<file path="src/rtl/fp_pkg.sv">
// Shared definitions for the FP conversion blocks: rounding modes, exponent
// biases, format select encoding and the converter state type.
package fp_pkg;

  localparam logic [2:0] RM_RNE = 3'b000;
  localparam logic [2:0] RM_RTZ = 3'b001;
  localparam logic [2:0] RM_RDN = 3'b010;
  localparam logic [2:0] RM_RUP = 3'b011;
  localparam logic [2:0] RM_RMM = 3'b100;

  localparam int SP_BIAS = 127;
  localparam int DP_BIAS = 1023;

  localparam logic FMT_DOUBLE = 1'b1;
  localparam logic FMT_SINGLE = 1'b0;

  typedef enum logic [1:0] {
    IDLE  = 2'd0,
    NORM  = 2'd1,
    ROUND = 2'd2,
    DONE  = 2'd3
  } state_e;

endpackage

</file>
<file path="src/rtl/fp_round_inc.sv">
// Round-up decision for a narrowing FP conversion, given the kept lsb, the
// guard and sticky bits, the result sign and the rounding mode.
module fp_round_inc
  import fp_pkg::*;
(
  input  logic       sign_i,
  input  logic       lsb_i,
  input  logic       guard_i,
  input  logic       sticky_i,
  input  logic [2:0] rm_i,
  output logic       round_up_o
);

  // Reserved encodings fall through to round-to-nearest-even.
  always_comb begin
    round_up_o = guard_i & (sticky_i | lsb_i);
    case (rm_i)
      RM_RTZ:  round_up_o = 1'b0;
      RM_RDN:  round_up_o = sign_i & (guard_i | sticky_i);
      RM_RUP:  round_up_o = ~sign_i & (guard_i | sticky_i);
      RM_RMM:  round_up_o = guard_i;
      default: round_up_o = guard_i & (sticky_i | lsb_i);
    endcase
  end

endmodule

</file>
<file path="src/rtl/int_to_fp_convert.sv">
// Multi-cycle 32-bit integer to single/double conversion: normalises one bit
// per cycle, rounds in a single cycle and holds the result until consumed.
module int_to_fp_convert
  import fp_pkg::*;
#(
  parameter int DATA_WIDTH = 64
) (
  input  logic                  clk,
  input  logic                  rst_n,
  input  logic                  in_valid,
  output logic                  in_ready,
  input  logic [31:0]           in_data,
  input  logic                  in_signed,
  input  logic                  in_fmt,
  input  logic [2:0]            in_rm,
  output logic                  out_valid,
  input  logic                  out_ready,
  output logic [DATA_WIDTH-1:0] out_data,
  output logic                  out_flag_nx
);

  state_e                  state_q;
  logic                    sign_q;
  logic [31:0]             mag_q;
  logic                    fmt_q;
  logic [2:0]              rm_q;
  logic [4:0]              exp_cnt_q;
  logic [DATA_WIDTH-1:0]   out_data_q;
  logic                    nx_q;

  logic                    in_neg;
  logic [31:0]             in_mag;
  logic [22:0]             sp_frac;
  logic                    sp_guard;
  logic                    sp_sticky;
  logic                    sp_round_up;
  logic [23:0]             sp_frac_sum;
  logic [7:0]              sp_exp;
  logic [10:0]             dp_exp;
  logic [63:0]             sp_result_d;
  logic [63:0]             dp_result_d;
  logic [63:0]             zero_result_d;
  logic                    nx_d;

  assign in_neg = in_signed & in_data[31];
  assign in_mag = in_neg ? (~in_data + 32'd1) : in_data;

  assign sp_frac   = mag_q[30:8];
  assign sp_guard  = mag_q[7];
  assign sp_sticky = |mag_q[6:0];

  fp_round_inc u_round_inc (
    .sign_i     (sign_q),
    .lsb_i      (mag_q[8]),
    .guard_i    (sp_guard),
    .sticky_i   (sp_sticky),
    .rm_i       (rm_q),
    .round_up_o (sp_round_up)
  );

  // A carry out of the fraction leaves it all zeros and bumps the exponent;
  // with at most 2^32 in magnitude this can never reach infinity.
  assign sp_frac_sum = {1'b0, sp_frac} + {23'd0, sp_round_up};
  assign sp_exp      = 8'(exp_cnt_q) + 8'(SP_BIAS) + {7'd0, sp_frac_sum[23]};
  assign dp_exp      = 11'(exp_cnt_q) + 11'(DP_BIAS);

  assign sp_result_d   = {32'hFFFF_FFFF, sign_q, sp_exp, sp_frac_sum[22:0]};
  assign dp_result_d   = {sign_q, dp_exp, mag_q[30:0], 21'd0};
  assign zero_result_d = (fmt_q == FMT_DOUBLE) ? 64'd0 : {32'hFFFF_FFFF, 32'd0};
  assign nx_d          = (fmt_q == FMT_DOUBLE) ? 1'b0 : (sp_guard | sp_sticky);

  // A zero operand is recognised in its first NORM cycle and goes straight to
  // DONE, so it completes one edge after acceptance.
  always_ff @(posedge clk or negedge rst_n) begin
    if (!rst_n) begin
      state_q    <= IDLE;
      sign_q     <= 1'b0;
      mag_q      <= 32'd0;
      fmt_q      <= 1'b0;
      rm_q       <= 3'd0;
      exp_cnt_q  <= 5'd0;
      out_data_q <= '0;
      nx_q       <= 1'b0;
    end else begin
      case (state_q)
        IDLE: begin
          if (in_valid) begin
            sign_q    <= in_neg;
            mag_q     <= in_mag;
            fmt_q     <= in_fmt;
            rm_q      <= in_rm;
            exp_cnt_q <= 5'd31;
            state_q   <= NORM;
          end
        end
        NORM: begin
          if (mag_q == 32'd0) begin
            out_data_q <= DATA_WIDTH'(zero_result_d);
            nx_q       <= 1'b0;
            state_q    <= DONE;
          end else if (mag_q[31]) begin
            state_q <= ROUND;
          end else begin
            mag_q     <= {mag_q[30:0], 1'b0};
            exp_cnt_q <= exp_cnt_q - 5'd1;
          end
        end
        ROUND: begin
          out_data_q <= DATA_WIDTH'((fmt_q == FMT_DOUBLE) ? dp_result_d : sp_result_d);
          nx_q       <= nx_d;
          state_q    <= DONE;
        end
        DONE: begin
          if (out_ready) begin
            state_q <= IDLE;
          end
        end
        default: state_q <= IDLE;
      endcase
    end
  end

  assign in_ready    = (state_q == IDLE);
  assign out_valid   = (state_q == DONE);
  assign out_data    = out_data_q;
  assign out_flag_nx = nx_q;

endmodule

</file>
<file path="config.mk">
export PLATFORM = sky130hd
export DESIGN_NAME = int_to_fp_convert
export DESIGN_NICKNAME = d
export VERILOG_FILES = /design/src/rtl/fp_pkg.sv /design/src/rtl/fp_round_inc.sv /design/src/rtl/int_to_fp_convert.sv
export SDC_FILE = /design/constraint.sdc
export NUM_CORES = 1
export LEC_CHECK = 0
export CAP_MARGIN = 40
export CORE_UTILIZATION = 25
export DETAILED_ROUTE_END_ITERATION = 6
export PLACE_DENSITY_LB_ADDON = 0.3
export SKIP_CTS_REPAIR_TIMING = 1
export SYNTH_ARGS = -nofsm -noshare
export SYNTH_HDL_FRONTEND = slang
export SYNTH_SLANG_ARGS = --single-unit
</file>
<file path="constraint.sdc">
create_clock -name clk -period 3.01 [get_ports clk]
set_input_delay 0.602 -clock clk [delete_from_list [all_inputs] [get_ports clk]]
set_output_delay 0.602 -clock clk [all_outputs]
set_load 0.005 [all_outputs]
</file>
==> reports/qor.yml <==
floorplan:
  die_w_um: 157
  boundaryPins: 108
  dieArea_mm2: 0.0246
  coreArea_mm2: 0.0235
  start_util: 0.255
  die_height_um: 157
  rows: 56
worst_setup_path:
  slowest_delay_ps: 390
  cp_num_buf_inv: 1
  cp_num_cells: 16
  cp_cell_sequence: "nor4_2, nand2_1, maj3_1, nand2_1, nand2_1, ha_1, nand3_1, nor3_1, nand4_1, ha_1, buf_4, nand2_1, xor2_1, o21ai_0, nand3_1, nand2_1"
  crit_type: "register to register"
  r2r-start: "mag_q[1]"
  crit_top_cell: "nand2_1"
  reg2reg_depth: 16
  crit_start: "mag_q[1]"
  critPathLaunchType: "register"
  ff2ff_setup_slack_ps: 210
  r2r-end: "out_data[26]"
  path_max_fanout: 2
  worstSetupEndpointType: "register"
  crit_family: "simple AND/OR/NAND/NOR gates"
  slowest_stage: "dfrtp_1"
  required_ps: 3310
  arrival_ps: 3100
power_and_ir_drop:
  total_power_mw: 7.83
  peakVddDrop_mv: 0.326
  p_int_mw: 4.62
  switching_share: 0.409
  p_leak_nw: 3.17
  combPwrFrac: 0.476
  clkPwrFrac: 0.171
  switching_power_mw: 3.20
  p_seq_frac: 0.354
  p_per_area_mw_per_mm2: 979
final_layout:
  final_nets: 851
  fillers: 2513
  fin_area_mm2: 0.00799
  drive_above_1_share: 0.101
  instances_no_fill: 1123
  fin_util: 0.340
  areaGrowthSynthToFinish_pct: 33.1
  diodes: 0
routing:
  drt_iter0_drc: 427
  via_count: 5354
  ant_nets: 0
  drc_errors: 0
  viasPerCell: 4.77
  drt-total-wl_um: 18000
  wire_per_inst_um: 16.0
  drt_pass1_iterations: 5
global_routing:
  grt_max_degree: 62
  antenna_found_initial: 0
  grt_pass1_vias: 5035
  grt.overflow.total: 0
  grtUsageTotal: 0.152
  grt_pass1_wl_um: 28600
clock_network:
  clock_sinks: 108
  clk_pin_slew_ps: 80
  cts_tree: "done"
  clk_path_buf_depth: 2
  root_buffer: "clkbuf_16"
  numCtsBuffers: 9
  clock_latency_ps: 370
  htreeDepth: 3
sta:
  finalSetupViolCount: 0
  fin_skew_ps: 10.9
  hold_viol: 0
  worst_pin_slew_ps: 827
  max-slew-margin-rel: 0.449
  rsz0062_at_grt: "false"
  fmax_ghz: 0.357
  fin_crit_ps: 2800
  drv_slew: 0
  fin_crit_sh: 0.930
placement:
  dpl.cell_count: 1107
  gp_congestion: 0.823
  placed_cell_area_mm2: 0.00765
  hpwlAfterDp_um: 14000
  portBuffers: 107
synth:
  yosys_warnings: 0
  yosysMostFrequentCell: "dfrtp_1"
  synth_cell_type_count: 56
  ys_seq_area_frac: 0.450
  syn_area_mm2: 0.00601
  async_flop_share: 1.00
  synth_area_leader_cell: "dfrtp_1"
  syn-instance-count: 687
  synthTopCellsByArea: "dfrtp_1 (45%), nand2_1 (6.2%), nor2_1 (5.0%)"
  synth.net_count: 739
  synth_ff_type: "dfrtp_1"
  yosys-top-cells-count: "dfrtp_1 (108), nand2_1 (99), nor2_1 (80)"
  syn_avg_cell_area_um2: 8.74
  ys_seq_elements: 108
  synth_edf_count: 0
  synth_top_area_share: 0.450
min_path:
  hold_class: "input pin to asynchronous set/reset pin"
job:
  maxCapViolCount: 0
outcome:
  status: "complete, no violations"
==> cells by family (layout without fill, tap and decap cells) <==
group,Yosys count,in the layout,share of synthesized area
xor+xnor,55,55,0.0802
flops,108,108,0.450
mux,12,12,0.0215
compound gates,176,176,0.182
fa+ha+maj,12,12,0.0246
simple gates,254,254,0.195
buf+inv,70,187,0.0471
==> layout by cell type, fill, tap and decap left out, types with 7 or more instances in the layout <==
cell type | netlist | routed
nor2_1 | 80 | 80
o22ai_1 | 13 | 13
xor2_1 | 31 | 31
clkbuf_16 | 0 | 9
nand3_1 | 16 | 16
clkdlybuf4s50_1 | 0 | 106
buf_4 | 2 | 45
a21oi_1 | 38 | 38
inv_1 | 17 | 17
xnor2_1 | 24 | 24
a22oi_1 | 9 | 9
mux2_2 | 7 | 7
nor4_1 | 15 | 14
a31oi_1 | 29 | 29
ha_1 | 11 | 11
nand2_1 | 99 | 99
o31ai_1 | 14 | 13
o21ai_0 | 31 | 30
o21ai_1 | 17 | 18
dfrtp_1 | 108 | 108
nand4_1 | 7 | 7
nor3_1 | 12 | 12
==> worst register-to-register path, delay by kind of cell, from the launching register on <==
kind / cells / cell delay (ps)
and+or+nand+nor: 10 / 1150
DFF: 1 / 390
adders and majority gates: 3 / 730
buffers and inverters: 1 / 120
xor gates and xnor gates: 1 / 140
AOI/OAI and AO/OA: 1 / 220
==> metrics by stage <==
step / setup TNS [ps] / hold slack (ps) / setup WS (ps)
after floorplan: 0 / 306 / 442
after global placement: 0 / 451 / 43.8
after detailed placement: -2.89 / 470 / -2.89
after CTS: 0 / 349 / 113
after global routing: 0 / 390 / 21.1
final: 0 / 313 / 212
==> registers in the layout, summed over array words and instances, names as in the netlist <==
signal and flops:
out_data 63, fmt_q 1, exp_cnt_q 5, rm_q 3, out_flag_nx 1, sign_q 1
mag_q 32, state_q 2
==> power groups by stage <==
stage          Sequential [mW]  Combinational, mW  Clock, mW
3_3_place_gp              2.79               3.71          0
2_1_floorplan             2.49               2.23          0
6_report                  2.77               3.72       1.33
4_1_cts                   2.77               3.75       1.36
5_1_grt                   2.87               4.14       1.41
3_5_place_dp              2.79               3.75          0
==> worst max path at each step <==
stage and end:
4_1_cts out_data[26], 6_report out_data[26], 5_1_grt out_data[26], 2_1_floorplan out_data[27]
3_3_place_gp mag_q[28], 3_5_place_dp mag_q[22]
==> routing by layer <==
metal / global-route usage / vias to the layer above / part of all wire
li1: - / 2662 / -
met1: 0.236 / 2520 / 0.52
met2: 0.212 / 153 / 0.41
met3: 0.0184 / 19 / 0.049
met4: 0.0518 / 0 / 0.016
met5: 0 / - / 0
==> final cells by class <==
type | instances | area [µm²] | share of cell area
repair buffers | 153 | 1440 | 0.180
well taps | 319 | 399 | 0.0499
multi-input cells | 509 | 3050 | 0.382
flip-flops and latches | 108 | 2700 | 0.338
clock buffers | 10 | 239 | 0.0299
inverters | 18 | 67.6 | 0.00845
clock inverters | 6 | 93.8 | 0.0117
(Power assumes the default switching activity.)
